[src/rtl/binary_game_pkg.sv]
// Shared types, glyph constants and helpers for the binary counting game.
// The LFSR step lives here so every user advances it identically.
package binary_game_pkg;

    typedef enum logic [1:0] {
        IDLE,
        SHOW,
        RESULT
    } state_t;

    localparam logic [6:0] SEG_DASH  = 7'h40;
    localparam logic [6:0] SEG_PASS  = 7'h73;
    localparam logic [6:0] SEG_FAIL  = 7'h71;
    localparam logic [7:0] LFSR_TAPS = 8'hB8;

    // Segment order is {g,f,e,d,c,b,a}, active-high.
    function automatic logic [6:0] hex_to_seg(input logic [3:0] nib);
        logic [6:0] seg;
        case (nib)
            4'h0:    seg = 7'h3F;
            4'h1:    seg = 7'h06;
            4'h2:    seg = 7'h5B;
            4'h3:    seg = 7'h4F;
            4'h4:    seg = 7'h66;
            4'h5:    seg = 7'h6D;
            4'h6:    seg = 7'h7D;
            4'h7:    seg = 7'h07;
            4'h8:    seg = 7'h7F;
            4'h9:    seg = 7'h6F;
            4'hA:    seg = 7'h77;
            4'hB:    seg = 7'h7C;
            4'hC:    seg = 7'h39;
            4'hD:    seg = 7'h5E;
            4'hE:    seg = 7'h79;
            default: seg = 7'h71;
        endcase
        return seg;
    endfunction

    // Galois form of x^8+x^6+x^5+x^4+1; a nonzero state never reaches zero.
    function automatic logic [7:0] lfsr_next(input logic [7:0] value);
        return value[0] ? ((value >> 1) ^ LFSR_TAPS) : (value >> 1);
    endfunction

endpackage

[src/rtl/button_debounce.sv]
// Two-flop synchroniser, stability counter and rising-edge pulse for one push button.
module button_debounce #(
    parameter logic [15:0] DEBOUNCE_CYCLES = 16'd50000
) (
    input  logic clk,
    input  logic rst_n,
    input  logic ena,
    input  logic button,
    output logic press
);

    logic        sync_a;
    logic        sync_b;
    logic        level;
    logic [15:0] stable_cnt;
    logic        settle;

    // The synchroniser keeps sampling while frozen so the level is current on resume.
    always_ff @(posedge clk or negedge rst_n) begin
        if (!rst_n) begin
            sync_a <= 1'b0;
            sync_b <= 1'b0;
        end else begin
            sync_a <= button;
            sync_b <= sync_a;
        end
    end

    assign settle = (sync_b != level) && (stable_cnt == DEBOUNCE_CYCLES - 16'd1);
    assign press  = ena && settle && sync_b;

    always_ff @(posedge clk or negedge rst_n) begin
        if (!rst_n) begin
            level      <= 1'b0;
            stable_cnt <= 16'd0;
        end else if (ena) begin
            if (sync_b == level) begin
                stable_cnt <= 16'd0;
            end else if (settle) begin
                level      <= sync_b;
                stable_cnt <= 16'd0;
            end else begin
                stable_cnt <= stable_cnt + 16'd1;
            end
        end
    end

endmodule

[src/rtl/binary_challenge_ctrl.sv]
// Challenge side of the binary counting game: target generation, two-digit display,
// grading of the submitted DIP value and streak score.
module binary_challenge_ctrl
    import binary_game_pkg::*;
#(
    parameter logic [15:0] DEBOUNCE_CYCLES = 16'd50000,
    parameter logic [23:0] DIGIT_CYCLES    = 24'd2000000,
    parameter logic [25:0] RESULT_CYCLES   = 26'd20000000,
    parameter logic [7:0]  LFSR_SEED       = 8'hA5
) (
    input  logic       clk,
    input  logic       rst_n,
    input  logic       ena,
    input  logic [7:0] ui_in,
    input  logic [7:0] uio_in,
    output logic [7:0] uo_out,
    output logic [7:0] uio_out,
    output logic [7:0] uio_oe
);

    logic        press;
    logic [7:0]  ui_a;
    logic [7:0]  ui_b;
    logic        unused_ok;

    state_t      state,      state_n;
    logic [7:0]  target,     target_n;
    logic        phase_high, phase_high_n;
    logic [23:0] digit_cnt,  digit_cnt_n;
    logic [25:0] result_cnt, result_cnt_n;
    logic        pass,       pass_n;
    logic [3:0]  score,      score_n;
    logic [7:0]  lfsr;
    logic [7:0]  disp_n;
    logic [7:0]  uo_q;
    logic [7:0]  uio_q;

    assign unused_ok = &{1'b0, uio_in[7:1]};
    assign uio_oe    = 8'hF0;
    assign uo_out    = uo_q;
    assign uio_out   = uio_q;

    button_debounce #(
        .DEBOUNCE_CYCLES(DEBOUNCE_CYCLES)
    ) u_submit (
        .clk   (clk),
        .rst_n (rst_n),
        .ena   (ena),
        .button(uio_in[0]),
        .press (press)
    );

    always_ff @(posedge clk or negedge rst_n) begin
        if (!rst_n) begin
            ui_a <= 8'h00;
            ui_b <= 8'h00;
        end else begin
            ui_a <= ui_in;
            ui_b <= ui_a;
        end
    end

    // Grading and score update happen on the same edge that enters RESULT.
    always_comb begin
        state_n      = state;
        target_n     = target;
        phase_high_n = phase_high;
        digit_cnt_n  = digit_cnt;
        result_cnt_n = result_cnt;
        pass_n       = pass;
        score_n      = score;
        case (state)
            IDLE: begin
                if (press) begin
                    state_n      = SHOW;
                    target_n     = lfsr;
                    phase_high_n = 1'b1;
                    digit_cnt_n  = 24'd0;
                end
            end
            SHOW: begin
                if (press) begin
                    state_n      = RESULT;
                    result_cnt_n = 26'd0;
                    pass_n       = (ui_b == target);
                    if (ui_b != target) begin
                        score_n = 4'd0;
                    end else if (score != 4'd15) begin
                        score_n = score + 4'd1;
                    end
                end else if (digit_cnt == DIGIT_CYCLES - 24'd1) begin
                    digit_cnt_n  = 24'd0;
                    phase_high_n = ~phase_high;
                end else begin
                    digit_cnt_n = digit_cnt + 24'd1;
                end
            end
            RESULT: begin
                if (result_cnt == RESULT_CYCLES - 26'd1) begin
                    state_n      = SHOW;
                    target_n     = lfsr;
                    phase_high_n = 1'b1;
                    digit_cnt_n  = 24'd0;
                    result_cnt_n = 26'd0;
                end else begin
                    result_cnt_n = result_cnt + 26'd1;
                end
            end
            default: state_n = IDLE;
        endcase
    end

    always_comb begin
        disp_n = {1'b0, SEG_DASH};
        case (state)
            SHOW:    disp_n = {phase_high, hex_to_seg(phase_high ? target[7:4] : target[3:0])};
            RESULT:  disp_n = {1'b0, pass ? SEG_PASS : SEG_FAIL};
            default: disp_n = {1'b0, SEG_DASH};
        endcase
    end

    // Everything except the input synchronisers holds while ena is low.
    always_ff @(posedge clk or negedge rst_n) begin
        if (!rst_n) begin
            state      <= IDLE;
            target     <= 8'h00;
            phase_high <= 1'b1;
            digit_cnt  <= 24'd0;
            result_cnt <= 26'd0;
            pass       <= 1'b0;
            score      <= 4'd0;
            lfsr       <= LFSR_SEED;
            uo_q       <= {1'b0, SEG_DASH};
            uio_q      <= 8'h00;
        end else if (ena) begin
            state      <= state_n;
            target     <= target_n;
            phase_high <= phase_high_n;
            digit_cnt  <= digit_cnt_n;
            result_cnt <= result_cnt_n;
            pass       <= pass_n;
            score      <= score_n;
            lfsr       <= lfsr_next(lfsr);
            uo_q       <= disp_n;
            uio_q      <= {score, 4'h0};
        end
    end

endmodule
[config.mk]
export PLATFORM = sky130hd
export DESIGN_NAME = binary_challenge_ctrl
export DESIGN_NICKNAME = d
export VERILOG_FILES = /design/src/rtl/binary_game_pkg.sv /design/src/rtl/button_debounce.sv /design/src/rtl/binary_challenge_ctrl.sv
export SDC_FILE = /design/constraint.sdc
export NUM_CORES = 1
export LEC_CHECK = 0
export BUFFER_PORTS_ARGS = -buffer_cell sky130_fd_sc_hd__buf_4
export CAP_MARGIN = 20
export CORE_MARGIN = 2
export CORE_UTILIZATION = 35
export DETAILED_ROUTE_END_ITERATION = 10
export PLACE_DENSITY = 0.59
export RECOVER_POWER = 25
export SKIP_CTS_REPAIR_TIMING = 1
export SYNTH_ARGS = -nofsm -noshare
export SYNTH_HDL_FRONTEND = slang
export SYNTH_SLANG_ARGS = --single-unit
[constraint.sdc]
create_clock -name clk -period 5.8 [get_ports clk]
set_input_delay 1.16 -clock clk [delete_from_list [all_inputs] [get_ports clk]]
set_output_delay 1.16 -clock clk [all_outputs]
set_load 0.05 [all_outputs]
# Word-level counts from Yosys, hierarchy flattened
# Memory sizes are Yosys's and may differ from the RTL's.
# Index checks and enable logic that the tools add are counted.
dict set report word_totals {
  ff_bits 121
  n_memories 1
  output_inout_bits 24
  rom_bits 112
}
# memory words word_bits read_ports rd_clocked_by_memory_dff wr line_no
set memory_table {}
lappend memory_table {{(name not given)} 16 7 1 0 0 binary_game_pkg.sv:19} ;# case (nib)
dict set report classes {
  n_eq_ne 15
  add_sub_neg 4
  bitwise 3
  reduce_logical 16
  n_mux 28
}
# op count
set ops {}
lappend ops {{$mux 24} 4}
lappend ops {{$pmux 24 s3} 1}
lappend ops {{$mux 26} 2}
lappend ops {{$pmux 26 s2} 1}
lappend ops {{$mux 16} 2}
lappend ops {{$pmux 8 s2} 2}
lappend ops {{$add 26x1->26 const B} 1}
lappend ops {{$eq 26x25->1 const B} 1}
lappend ops {{$add 24x1->24 const B} 1}
lappend ops {{$eq 24x21->1 const B} 1}
lappend ops {{$mux 8} 3}
lappend ops {{$add 16x1->16 const B} 1}
lappend ops {{$eq 16x16->1 const B} 1}
lappend ops {{$mux 4} 3}
lappend ops {{$reduce_and 4->1} 3}
lappend ops {{$ne 2x2->1 const B} 5}
lappend ops {{$reduce_and 3->1} 3}
lappend ops {{$eq 8x8->1} 1}
lappend ops {{$mux 2} 4}
lappend ops {{$ne 8x8->1} 1}
lappend ops {{$pmux 2 s3} 1}
lappend ops {{$reduce_and 6->1} 1}
lappend ops {{$reduce_bool 2->1} 3}
lappend ops {{$reduce_and 5->1} 1}
lappend ops {{13 further kinds} 19}

# Longest topological paths before layout
# Gate-level depths: netlist of run 1.
dict set report depth {
  depth_word 6
  ltp_mapped 10
  depth_no_buf 8
}

# By module
# A second synthesis of run 1 with hierarchy kept.
dict set report unflattened {
  cells_unflattened 623
  hier_area_um2 6269.8
}
# mod seq_area_each_um2 cells_per_inst area_per_inst_um2 n_inst
set modules_own_cells {}
lappend modules_own_cells {binary_challenge_ctrl 2560.0 513 5154.9 1}
lappend modules_own_cells {button_debounce 475.5 110 1114.8 1}

# Worst setup path after synthesis of run 1
# Ideal clock, no wire load.
dict set report synth_timing {
  kind {input to register}
  startpoint {input port ena}
  endpoint {register digit_cnt[23]}
  t_required_ns 5.690
  arrival_time_ns 2.860
  cell_stages 6
  slack_ns 2.830
  path_cell_list {clkbuf_1 nor2b_1 o21ai_0 or4b_1 clkbuf_1 o41ai_1}
}
dict set report synth_between {
  elab_chain_len 4
  elab_cells_between_ends 5
  cone_classes {eq/ne: 2; reduce/logical: 3}
}
# element line_no
set synth_rtl {}
lappend synth_rtl {{start: declaration} binary_challenge_ctrl.sv:13} ;# input logic ena,
lappend synth_rtl {{$logic_and 1x1->1 (2 in a row)} button_debounce.sv:30} ;# assign press = ena && settle && sync_b;
lappend synth_rtl {{$ne 2x2->1 (no source line)} -}
lappend synth_rtl {{$reduce_and 5->1 (no source line) *} -}
lappend synth_rtl {{end signal: assignment} binary_challenge_ctrl.sv:139} ;# digit_cnt <= digit_cnt_n;
lappend synth_rtl {{end: declaration} binary_challenge_ctrl.sv:29} ;# logic [23:0] digit_cnt, digit_cnt_n;
# Every way passes the cells marked *; elsewhere a longest branch is shown, timed or not.
# A chain may end at the register's enable or synchronous reset.

# Worst setup path after layout of run 1
dict set report layout_timing {
  startpoint {input port ena}
  endpoint {register result_cnt[12]}
}
dict set report layout_between {
  elab_chain_len 4
}
# element line_no
set layout_rtl {}
lappend layout_rtl {{$logic_and 1x1->1 (2 in a row)} button_debounce.sv:30}
lappend layout_rtl {{$ne 2x2->1 (no source line)} -}
lappend layout_rtl {{$reduce_and 3->1 (no source line) *} -}
lappend layout_rtl {{end signal: assignment} binary_challenge_ctrl.sv:140} ;# result_cnt <= result_cnt_n;
lappend layout_rtl {{end: declaration} binary_challenge_ctrl.sv:30} ;# logic [25:0] result_cnt, result_cnt_n;
# Marks and branches as above.

==> results of run 1 <==
-- how the worst min path moves through the flow --
stage               startpoint              end  slack (ps)  cells past startpoint
2_1_floorplan  u_submit.sync_a  u_submit.sync_b         330                      0
3_3_place_gp           ui_a[7]          ui_b[7]         330                      0
3_5_place_dp           ui_a[1]          ui_b[1]         340                      0
4_1_cts                ui_a[1]          ui_b[1]         350                      0
5_1_grt                ui_a[0]          ui_b[0]         350                      0
6_report               ui_a[1]          ui_b[1]         350                      0
-- cells in the final DEF (no fill, tap or decap), types with 16 or more instances in the layout --
master     count
a21oi_1       25
and3_1        19
buf_4         16
clkbuf_16     17
dfrtp_1      115
inv_1         28
mux2_2        20
nand2_1       54
nand3_1       37
nor2_1        42
o21ai_0       86
o31ai_1       32
-- layout make-up --
class                   instances  area [um^2]  area share [%]
multi-input cells             488         3048           42.12
clock buffers                  18        429.2           5.930
flip-flops and latches        121         3035           41.94
well taps                     229        286.5           3.959
repair buffers                 27        219.0           3.026
clock inverters                14        113.9           1.573
inverters                      28        105.1           1.452
-- power breakdown --
| part | internal (mW) | switching, mW | leakage [nW] | total, mW |
|---|---|---|---|---|
| Sequential | 0.895 | 0.0393 | 1.60 | 0.935 |
| Clock | 0.554 | 0.420 | 0.266 | 0.974 |
| Combinational | 0.0493 | 0.0663 | 1.22 | 0.116 |
-- flip-flops by register name, summed over array words and instances (netlist names), 8 cells and up --
| name | count |
|---|---|
| digit_cnt | 24 |
| lfsr | 8 |
| result_cnt | 26 |
| target | 8 |
| u_submit.stable_cnt | 16 |
| ui_a | 8 |
| ui_b | 8 |
| uo_out | 8 |
-- layer usage --
metal,share of wire [%],track usage (%),up-vias
li1,-,-,2465
met1,47,19.57,2509
met2,48,24.26,81
met3,3.5,4.247,23
met4,1.3,5.210,0
met5,0,0,-
-- logic make-up after synthesis --
logic type                 after synthesis  synth area share, %
buffers and inverters                   73                5.120
other                                    2               0.1182
AOI/OAI and AO/OA                      192                18.29
muxes                                   25                4.529
and+or+nand+nor                        231                19.48
xor gates and xnor gates                14                1.930
DFF                                    121                47.77
adders and majority gates               14                2.757
-- worst max-delay path: cells and delay by family --
kind                   cells  cell delay [ps]
AOI/OAI and AO/OA          2              550
buffers and inverters      2              670
and+or+nand+nor            3             1150
==> summary.md, run 1 <==
| Metric | Value |
|---|---|
| Setup violators final | 0 |
| Gate Count Post-Synth | 672 |
| FF-to-FF setup slack | 2780 ps |
| Worst Path Arrival | 3580 ps |
| Initial cell density of the core | 35.49% |
| Die height | 138.7 um |
| Critical path, cell by cell | buf_4 -> nand3b_1 -> nor4_2 -> o21bai_1 -> buf_4 -> or2_1 -> o41ai_1 |
| List of most frequent post-synthesis cells | dfrtp_1, o21ai_0, nand2_1 |
| Post-DP Area | 0.006670 mm^2 |
| Total global routing overflow | 0 |
| Cells after DPL | 892 |
| Critical Path Max Stage Delay | 570 ps |
| Peak Freq | 306.0 MHz |
| Critical Path RT | 6110 ps |
| Hold WS | 348.0 ps |
| Filler Cell Count | 1749 |
| First-pass DRT Iterations | 5 |
| VDD IR max | 0.2817 mV |
| GRT Total Usage | 15.04% |
| CTS root buf | clkbuf_16 |
| # Max-Cap Violations | 1 |
| Syn Std Cell Area | 0.006354 mm^2 |
| Crit. End Element | flip-flop |
| Nets | 716 |
| Crit-path slowest cell | or2_1 |
| Gp weighted congestion | 0.8116 |
| Worst-path clk slew | 60 ps |
| R2R depth | 7 |
| Top FF cell, synth | dfrtp_1 |
| Port Buffers | 23 |
| Hold crit path type | reg2reg |
| Crit path kind | in2reg |
| Antenna violations before repair | 0 |
| Slew Viols, Final | 38 |
| Synth top area cells | dfrtp_1, o21ai_0, o31ai_1 |
| Cell Pwr Density | 279.7 mW/mm^2 |
| Most used cell along the critical path | buf_4 |
| Routed via count | 5078 |
| Layout Cells excl Fill | 925 |
| Setup ws final | 2532 ps |
| CTS tree | yes |
| Num rows | 49 |
| Global-route wire length before repair | 24.12 mm |
| Vias in the first global route | 4995 |
| Slew margin rel. | -39.57% |
| Crit Reg-Reg Endpoint | result_cnt[2] |
| Tot Pwr | 2.024 mW |
| Final core utilization | 40.42% |
| Failing checks | max-capacitance violations, max-slew violations |
| DP Worst Slack | 2081 ps |
| Layout cell share with drive strength beyond 1 | 13.22% |
| Crit path launch type | input port |
| Post-synthesis sequential area ratio | 47.77% |
| DRC | 0 |
| Register bit total from synthesis | 121 |
| Cell taking the most area after synthesis | dfrtp_1 |
| Final Hold Fails | 0 |
| H-tree Lvls | 4 |
| Die ar. | 0.01925 mm^2 |
| Status | finished with violations |
| TritonCTS Buffers | 17 |
| Setup crit end | result_cnt[12] |
| ANT cells | 0 |
| Synth Warn # | 0 |
| Leak | 3.082 nW |
| Top-count cell post-synth | dfrtp_1 |
| CP Launch Point | ena |
| Initial DRC count | 328 |
| Syn_area_per_cell | 9.455 um^2 |
| Routed wire length | 13.98 mm |
| RSZ-0062 raised after global routing | no |
| Final period util | 56.34% |
| Critical path peak fanout | 56 |
| Pin count of the biggest net entering global routing | 85 |
| CTS sink count | 121 |
| # IOs | 43 |
| FF-to-FF Start | result_cnt[0] |
| Synth async-reset ratio | 100.0% |
| Number of vias per cell | 5.490 |
| Wire per inst | 15.12 um |
| CTS Buffer Depth | 2 |
| Post-Route Skew | 10.70 ps |
| Area growth from synthesis to layout | 13.90% |
| Setup TNS | 0 ps |
| Design Area, Final | 0.007237 mm^2 |
| Slew @ Worst Pin | 2094 ps |
| Core area | 0.01790 mm^2 |
| Post-synth EDFFs | 0 |
| Die width | 138.7 um |
| Worst skew pair latency | 430 ps |
| Top-area cell type share of the netlist area | 45.29% |
| Number of routed nets with antenna violations | 0 |
| Count of cell types in the netlist | 58 |
| Detailed Place HPWL | 9.127 mm |
| Shortest period the worst path allows | 3268 ps |
(Power assumes the default switching activity.)
==> run 2: changes to the inputs <==
--- a/config.mk
+++ b/config.mk
@@ -10,7 +10,7 @@
 export CORE_MARGIN = 2
 export CORE_UTILIZATION = 35
 export DETAILED_ROUTE_END_ITERATION = 10
-export PLACE_DENSITY = 0.59
+export PLACE_DENSITY = 0.61
 export RECOVER_POWER = 25
 export SKIP_CTS_REPAIR_TIMING = 1
 export SYNTH_ARGS = -nofsm -noshare
==> constraint.sdc (replaced) <==
create_clock -name clk -period 2.7 [get_ports clk]
set_input_delay 0.54 -clock clk [delete_from_list [all_inputs] [get_ports clk]]
set_output_delay 0.54 -clock clk [all_outputs]
set_load 0.05 [all_outputs]
==> run 2 against run 1 <==
The flow now finishes without violations. Sequential power rose by 110%. Utilization rose by 1.5 points. Clock power rose by 130%.
==> summary.md, run 2 (synthesized netlist as in run 1, its figures left out) <==
| Metric | Value |
|---|---|
| Nets | 746 |
| Wire per inst | 14.39 um |
| Core area | 0.01790 mm^2 |
| Area growth from synthesis to layout | 18.06% |
| Leak | 3.235 nW |
| Design Area, Final | 0.007501 mm^2 |
| Setup violators final | 0 |
| Global-route wire length before repair | 24.14 mm |
| Critical Path RT | 2990 ps |
| FF-to-FF Start | result_cnt[0] |
| Setup crit end | digit_cnt[4] |
| Tot Pwr | 4.509 mW |
| Detailed Place HPWL | 9.227 mm |
| CTS root buf | clkbuf_16 |
| Setup TNS | 0 ps |
| Peak Freq | 391.1 MHz |
| Crit-path slowest cell | or3_1 |
| Number of routed nets with antenna violations | 0 |
| RSZ-0062 raised after global routing | yes |
| Final Hold Fails | 0 |
| First-pass DRT Iterations | 6 |
| Slew @ Worst Pin | 1228 ps |
| Final period util | 94.71% |
| Critical path peak fanout | 25 |
| Commonest non-fill, non-tap cells in the layout | dfrtp_1, o21ai_0, nand2_1 |
| Max FFs per register | 26 |
| Slew margin rel. | 18.15% |
| ANT cells | 0 |
| Crit path launch type | flip-flop |
| VDD IR max | 0.4969 mV |
| Crit. End Element | flip-flop |
| Antenna violations before repair | 0 |
| Shortest period the worst path allows | 2557 ps |
| Vias in the first global route | 4953 |
| Initial cell density of the core | 35.49% |
| Layout Cells excl Fill | 955 |
| Hold wc startpoint | ui_in[1] |
| Status | finished clean |
| Worst skew pair latency | 420 ps |
| Crit path kind | reg2reg |
| DP Worst Slack | 102.3 ps |
| Layout cell share with drive strength beyond 1 | 17.22% |
| Largest registers | result_cnt (26), digit_cnt (24), u_submit.stable_cnt (16) |
| Most common cell after layout, fill and taps aside | dfrtp_1 |
| Routed via count | 5103 |
| Post-Route Skew | 9.497 ps |
| Post-DP Area | 0.006862 mm^2 |
| Crit Reg-Reg Endpoint | digit_cnt[4] |
| Slew Viols, Final | 0 |
| Pin count of the biggest net entering global routing | 48 |
| CP bufs+invs | 1 |
| Routed wire length | 13.74 mm |
| Initial DRC count | 339 |
| Port Buffers | 23 |
| H-tree Lvls | 4 |
| Worst Path Arrival | 2850 ps |
| Worst-path clk slew | 60 ps |
| FF-to-FF setup slack | 140 ps |
| GRT Total Usage | 14.99% |
| Hold crit path type | in2reg |
| CTS Buffer Depth | 2 |
| Die height | 138.7 um |
| CTS tree | yes |
| Kind of cell adding the most delay to the critical path | simple AND/OR/NAND/NOR gates |
| CP Launch Point | result_cnt[0] |
| Largest reg by FF count | result_cnt |
| Total global routing overflow | 0 |
| CTS sink count | 121 |
| Setup ws final | 142.9 ps |
| Number of vias per cell | 5.343 |
| Num rows | 49 |
| TritonCTS Buffers | 17 |
| DRC | 0 |
| Critical Path Max Stage Delay | 430 ps |
| Cell Pwr Density | 601.1 mW/mm^2 |
| R2R depth | 8 |
| WP depth | 8 |
| # IOs | 43 |
| # Max-Cap Violations | 0 |
| Critical path, cell by cell | ha_2 -> and4_1 -> nand4_1 -> or3_1 -> a221o_1 -> buf_4 -> o21ai_0 -> o31ai_1 |
| Gp weighted congestion | 0.8211 |
| Cells after DPL | 918 |
| Die ar. | 0.01925 mm^2 |
| Die width | 138.7 um |
## run 2: cell types whose count changed in the layout (fill, tap and decap cells not counted), moves of 2 or more
cell      delta
buf_4       +29
clkinv_2     -2
clkinv_4     -4
inv_8        +3
o21ai_1      +2
## run 2: area by class of cell
cell class | instances | area [um^2]
multi-input cells | 488 | 3057
repair buffers | 57 | 429.2
fillers | 1770 | 10400
clock buffers | 18 | 439.2
clock inverters | 14 | 148.9
well taps | 229 | 286.5
flip-flops and latches | 121 | 3035
inverters | 28 | 105.1
## run 2: worst min path at each step
| stage | cells after the start | slack (ps) | to |
|---|---|---|---|
| floorplan | 0 | 240 | digit_cnt[0] |
| global placement | 0 | 330 | ui_b[7] |
| detailed placement | 0 | 330 | ui_b[0] |
| CTS | 1 | 150 | ui_a[1] |
| global route | 1 | 230 | ui_a[1] |
| finish | 1 | 240 | ui_a[1] |
## run 2: per-stage QoR
step                      utilization, %  hold WS [ps]
after CTS                          41.61         146.9
final                              41.90         241.4
after detailed placement           38.33         334.7
after global routing               41.90         225.1
after floorplan                        -         244.4
after global placement             38.33         332.5
## run 2: routing by layer
metal	global-route usage, %	vias to the layer above	share of wire [%]
met5	0	-	0
met4	4.147	0	0.98
met3	3.453	15	3.4
met2	24.23	77	47
met1	20.39	2483	49
li1	-	2528	-
## run 2: power by group
group | internal (mW) | switching (mW) | total [mW]
registers | 1.92 | 0.0815 | 2.00
logic | 0.108 | 0.149 | 0.257
clock network | 1.33 | 0.919 | 2.25
total | 3.36 | 1.15 | 4.51
